===== src/rtl/video_binary_filter_pkg.sv =====
// video_binary_filter_pkg: shared modes, RGB565 layout and helpers for the binary filter.
package video_binary_filter_pkg;

    typedef enum logic [1:0] {
        MODE_PASS  = 2'b00,
        MODE_RAW   = 2'b01,
        MODE_MAJ   = 2'b10,
        MODE_ERODE = 2'b11
    } mode_t;

    typedef struct packed {
        logic [4:0] r;
        logic [5:0] g;
        logic [4:0] b;
    } rgb565_t;

    localparam int DEF_H_ACTIVE = 640;
    localparam int DEF_V_ACTIVE = 480;

    function automatic logic binarise(input rgb565_t p, input logic [4:0] tr,
                                      input logic [5:0] tg, input logic [4:0] tb);
        return (p.r > tr) | (p.g > tg) | (p.b > tb);
    endfunction

    function automatic logic [3:0] popcount9(input logic [8:0] v);
        logic [3:0] n;
        n = '0;
        for (int i = 0; i < 9; i++) n += {3'b000, v[i]};
        return n;
    endfunction

endpackage


===== src/rtl/video_binary_filter_line_buffer.sv =====
// video_binary_filter_line_buffer: clock-enabled 1-bit delay line with one tap per DEPTH stage.
module video_binary_filter_line_buffer #(
    parameter int DEPTH = 640,
    parameter int TAPS  = 2
) (
    input  logic            clk,
    input  logic            rst,
    input  logic            en,
    input  logic            d,
    output logic [TAPS-1:0] taps
);

    logic [DEPTH*TAPS-1:0] sr;

    always_ff @(posedge clk or posedge rst)
        if (rst) sr <= '0;
        else if (en) sr <= {sr[DEPTH*TAPS-2:0], d};

    for (genvar g = 0; g < TAPS; g++) begin : g_tap
        assign taps[g] = sr[DEPTH*(g+1)-1];
    end

endmodule


===== src/rtl/video_binary_filter.sv =====
// video_binary_filter: RGB565 binariser with 3x3 majority/erode filtering and per-frame
// white-pixel statistics; output is the input stream delayed one enabled clock.
module video_binary_filter
    import video_binary_filter_pkg::*;
#(
    parameter int H_ACTIVE = DEF_H_ACTIVE,
    parameter int V_ACTIVE = DEF_V_ACTIVE,
    parameter int XW       = 10,
    parameter int YW       = 10,
    parameter int CW       = 19
) (
    input  logic          clk,
    input  logic          rst,
    input  logic          clk_enable,
    input  logic          frame_enable,
    input  logic [15:0]   pixel_color,
    input  logic [4:0]    thr_r,
    input  logic [5:0]    thr_g,
    input  logic [4:0]    thr_b,
    input  logic [1:0]    mode,
    output logic          clk_out_enable,
    output logic          frame_out_enable,
    output logic [15:0]   pixel_out_color,
    output logic [XW-1:0] current_pos_x,
    output logic [YW-1:0] current_pos_y,
    output logic          tx_int,
    output logic [CW-1:0] white_count,
    output logic          frame_done
);

    logic       armed, live, in_frame, rise, fall, y_sat, valid, b, pix_white, white;
    mode_t      mode_q, mode_eff;
    logic [1:0] lines;
    logic [2:0] col, w1, w2;
    logic [8:0] win;
    logic [CW-1:0] acc;

    // Taps above row 0 or left of column 0 are masked here, so stale line-buffer
    // contents from the previous frame never leak into the window.
    always_comb begin
        in_frame  = frame_enable & armed;
        rise      = in_frame & ~frame_out_enable;
        fall      = ~frame_enable & frame_out_enable;
        y_sat     = current_pos_y == YW'(V_ACTIVE);
        valid     = clk_enable & in_frame & ~y_sat;
        mode_eff  = rise ? mode_t'(mode) : mode_q;
        b         = binarise(rgb565_t'(pixel_color), thr_r, thr_g, thr_b);
        col       = {lines[1] & (current_pos_y > YW'(1)), lines[0] & (current_pos_y != '0), b};
        win       = {col, w1 & {3{current_pos_x != '0}}, w2 & {3{current_pos_x > XW'(1)}}};
        pix_white = mode_eff == MODE_RAW   ? b :
                    mode_eff == MODE_MAJ   ? popcount9(win) >= 4'd5 :
                    mode_eff == MODE_ERODE ? &win : 1'b0;
        white     = valid & pix_white;
        tx_int    = live & ~y_sat;
    end

    video_binary_filter_line_buffer #(.DEPTH(H_ACTIVE), .TAPS(2)) u_lines (
        .clk  (clk),
        .rst  (rst),
        .en   (valid),
        .d    (b),
        .taps (lines)
    );

    // armed blocks a frame that was already running when reset released.
    always_ff @(posedge clk or posedge rst)
        if (rst) begin
            frame_out_enable <= 1'b0;
            clk_out_enable   <= 1'b0;
            armed            <= 1'b0;
            live             <= 1'b0;
            frame_done       <= 1'b0;
            mode_q           <= MODE_PASS;
        end else begin
            frame_out_enable <= frame_enable;
            clk_out_enable   <= clk_enable;
            armed            <= armed | ~frame_enable;
            live             <= in_frame;
            frame_done       <= fall;
            if (rise) mode_q <= mode_t'(mode);
        end

    always_ff @(posedge clk or posedge rst)
        if (rst) begin
            current_pos_x <= '0;
            current_pos_y <= '0;
        end else if (!in_frame) begin
            current_pos_x <= '0;
            current_pos_y <= '0;
        end else if (valid) begin
            current_pos_x <= current_pos_x == XW'(H_ACTIVE-1) ? '0 : current_pos_x + 1'b1;
            if (current_pos_x == XW'(H_ACTIVE-1)) current_pos_y <= current_pos_y + 1'b1;
        end

    always_ff @(posedge clk or posedge rst)
        if (rst) begin
            w1 <= '0;
            w2 <= '0;
        end else if (!in_frame) begin
            w1 <= '0;
            w2 <= '0;
        end else if (valid) begin
            w1 <= col;
            w2 <= w1;
        end

    always_ff @(posedge clk or posedge rst)
        if (rst) pixel_out_color <= '0;
        else if (clk_enable) pixel_out_color <= mode_eff == MODE_PASS ? pixel_color : {16{white}};

    // A pixel coinciding with the falling edge is outside the frame, so the
    // accumulator already holds the final count when it is published.
    always_ff @(posedge clk or posedge rst)
        if (rst) begin
            acc         <= '0;
            white_count <= '0;
        end else if (fall) begin
            white_count <= acc;
            acc         <= '0;
        end else if (white && acc != '1) begin
            acc <= acc + 1'b1;
        end

endmodule


===== config.mk =====
export PLATFORM = sky130hd
export DESIGN_NAME = video_binary_filter
export DESIGN_NICKNAME = d
export VERILOG_FILES = /design/src/rtl/video_binary_filter_pkg.sv /design/src/rtl/video_binary_filter_line_buffer.sv /design/src/rtl/video_binary_filter.sv
export SDC_FILE = /design/constraint.sdc
export NUM_CORES = 2
export LEC_CHECK = 0
export BUFFER_PORTS_ARGS = -buffer_cell sky130_fd_sc_hd__buf_2
export CORE_MARGIN = 2
export CORE_UTILIZATION = 50
export DETAILED_ROUTE_END_ITERATION = 8
export PLACE_DENSITY = 0.66
export REMOVE_ABC_BUFFERS = 1
export SYNTH_ARGS = -nofsm -noshare
export SYNTH_HDL_FRONTEND = slang
export SYNTH_SLANG_ARGS = --single-unit

===== constraint.sdc =====
create_clock -name clk -period 51.2 [get_ports clk]
set_input_delay 2.56 -clock clk [delete_from_list [all_inputs] [get_ports clk]]
set_output_delay 2.56 -clock clk [all_outputs]
set_load 0.01 [all_outputs]

==> flow_summary.json <==
{
  "synthDistinctLibCells": 55,
  "cp_num_cells": 21,
  "fin_nets": 5977,
  "crit_start": "pixel_color[13]",
  "fin_area_um2": 58600,
  "path_cells": "buf_2, ha_1, a21oi_1, nand2_1, a221oi_1, o211a_1, inv_1, fa_1, inv_1, fa_1, fa_1, inv_1, fa_1, fa_1, o22ai_1, a21oi_1, a211oi_1, a211oi_4, o21ai_4, or4_1, a21oi_1",
  "hold_viol_final": 0,
  "async_flop_share_pct": 100,
  "cp_top_family": "adder cells",
  "power.net_switching_uw": 485,
  "worst_pin_slew_ns": 1.11,
  "drive_gt1_share_pct": 6.33,
  "viasPerCell": 4.80,
  "cts-resized-gates": 0,
  "hp-class": "reg -> reg",
  "synth_warnings": 0,
  "num_rows": 119,
  "diodes": 0,
  "synth_edf_count": 0,
  "start_util_pct": 50.2,
  "vias": 35548,
  "grt_pass1_wl_um": 157000,
  "root_buffer": "clkbuf_16",
  "ctsHoldBuffers": 0,
  "syn_to_final_growth_pct": 11.1,
  "path_class": "in -> reg",
  "worstHoldPathCells": 2,
  "numCtsBuffers": 139,
  "hpwl_um": 46200,
  "endpoint_kind": "register",
  "r2r-end": "u_lines.sr[251]",
  "period_needed_ns": 7.64,
  "rsz0062_at_grt": "false",
  "drtPass1Iterations": 5,
  "critPathBufInv": 4,
  "worstPathMaxFanout": 25,
  "fillers": 9236,
  "required_ns": 51.83,
  "yosysSeqAreaShare_pct": 64.9,
  "place_area_um2": 53800,
  "drtAntennaViolNets": 0,
  "cts.clk_slew.worst_paths_ns": 0.06,
  "fin_skew_ns": 0.0247,
  "cpMaxStageDelayCell": "or4_1",
  "drt-initial-drc-count": 3114,
  "post_cts_buffers": 0,
  "multi_input_area_um2": 16900,
  "clock_power_share_pct": 46.9,
  "finalSetupTns_ns": 0,
  "fin_crit_sh_pct": 14.9,
  "setup_viol": 0,
  "die_area_um2": 108000,
  "grt_start_max_net_pins": 256,
  "syn_inst": 5938,
  "die_w_um": 329,
  "powerDensity_nw_per_um2": 37.5,
  "rr_worst_depth": 11,
  "synth_top_area_share_pct": 64.9,
  "grt_pass1_vias": 34920,
  "h-tree-depth": 4,
  "intPower_mw": 1.71,
  "worst-r2r-setup-slack_ns": 44.62,
  "crit_top_cell": "fa_1",
  "arrival_ns": 8.28,
  "drv_cap": 0,
  "slew_viol_final": 0,
  "ys_ff_latch": 1367,
  "gp_congestion": 0.802,
  "netSwitchingFraction_pct": 22.1,
  "synth_largest_area_cell": "dfrtp_1",
  "drt-wirelength-per-cell_um": 11.8,
  "antenna_found_initial": 0,
  "whs_endpoint": "u_lines.sr[721]",
  "synth.most_common_cell": "nand2_1",
  "clock_sinks": 1367,
  "grt_use_total_pct": 16.8,
  "p_comb_share_pct": 3.5,
  "drc": 0,
  "grt_overflow": 0,
  "final-seq-area_um2": 34200,
  "crit_path_start_kind": "input pin",
  "fmax_ghz": 0.131,
  "ys_top_cells_by_count": "nand2_1 (3950), dfrtp_1 (1367), buf_2 (236)",
  "port_buffers": 96,
  "relSlewSlack_pct": 26.2,
  "max_stage_delay_ns": 0.57,
  "r2r-start": "current_pos_y[1]",
  "netlist_area_um2": 52700,
  "run_status": "completed",
  "cts_tree": "yes",
  "ys.flop_type": "dfrtp_1",
  "syn_area_per_cell_um2": 8.88,
  "p_leak_nw": 33.7,
  "synth_area_leaders": "dfrtp_1 (65%), nand2_1 (28%), buf_2 (2.2%)",
  "totalWireLength_um": 87200,
  "die_h_um": 329,
  "core_um2": 105000,
  "clkLatencyLatePin_ns": 0.73,
  "boundaryPins": 97,
  "holdCritStartpoint": "u_lines.sr[720]",
  "ir_worst_vdd_mv": 0.0253,
  "pwr-share-seq_pct": 49.6,
  "clk_path_buf_depth": 3
}
routing by layer:
metal  global-route usage (%)  up-vias  part of all wire (%)
met1                     22.6    17126                    49
met3                     3.19      128                   3.4
met5                        0        -                     0
met2                     27.8      367                    46
met4                     4.91        0                   1.9
li1                         -    17927                     -
kinds of logic (layout without fill, tap and decap cells):
logic type | Yosys count | count (layout) | synth area share [%]
xor gates and xnor gates | 16 | 16 | 0.266
and+or+nand+nor | 4091 | 4091 | 29.6
AOI/OAI and AO/OA | 88 | 88 | 1.25
DFF | 1367 | 1367 | 64.9
muxes | 5 | 5 | 0.0973
buffers and inverters | 339 | 416 | 3.05
adders and majority gates | 32 | 32 | 0.831
flip-flops by register name (all words and copies together), names as in the netlist:
| name | count |
|---|---|
| w1 | 3 |
| white_count | 19 |
| acc | 19 |
| current_pos_x | 10 |
| frame_out_enable | 1 |
| w2 | 3 |
| live | 1 |
| clk_out_enable | 1 |
| pixel_out_color | 16 |
| current_pos_y | 10 |
| u_lines.sr | 1280 |
| frame_done | 1 |
| armed | 1 |
| mode_q | 2 |
worst max path at each step:
stage / end
4_1_cts: acc[6]
2_1_floorplan: acc[6]
5_1_grt: acc[14]
3_5_place_dp: acc[6]
3_3_place_gp: acc[6]
6_report: acc[6]
cell type report:
type | count | area share [%]
multi-input cells | 4232 | 28.9
inverters | 32 | 0.218
well taps | 1391 | 2.97
repair buffers | 135 | 1.45
clock buffers | 205 | 7.00
flip-flops and latches | 1367 | 58.4
clock inverters | 44 | 1.06
through the flow:
stage | power (mW) | hold slack, ns | util [%] | cells | setup slack [ns]
after detailed placement | 1.19 | 0.446 | 51.3 | 7157 | 42.81
after global placement | 1.19 | 0.444 | 51.3 | 7157 | 42.89
final | 2.20 | 0.453 | 55.8 | 7406 | 43.56
after global routing | 2.29 | 0.470 | 55.8 | 7406 | 43.19
after CTS | 2.23 | 0.452 | 55.8 | 7406 | 43.60
after floorplan | 1.16 | 0.439 | - | 5631 | 1.85
power by group through the flow:
stage | clock network [mW] | logic [mW] | registers, mW
6_report | 1.03 | 0.0770 | 1.09
5_1_grt | 1.11 | 0.0891 | 1.09
4_1_cts | 1.06 | 0.0803 | 1.09
3_5_place_dp | 0 | 0.0803 | 1.11
3_3_place_gp | 0 | 0.0799 | 1.11
2_1_floorplan | 0 | 0.0510 | 1.11
worst min-delay path, cell delays in order (launching register included):
cell and delay [ns]:
dfrtp_1 0.34, nand2_1 0.05, nand2_1 0.05
cells in the final DEF, fill, tap and decap left out, drive strengths merged, types with 14 or more instances in the layout:
cell    netlist  routed
clkbuf       62     205
clkinv        0      20
a31oi        17      17
dfrtp      1367    1367
nor2         47      47
buf         245     135
nand2      3951    3951
inv          32      41
a21oi        24      24
ha           27      27
nand3        16      16
nand4        14      14
No activity file was read; power rests on OpenSTA's default activity.
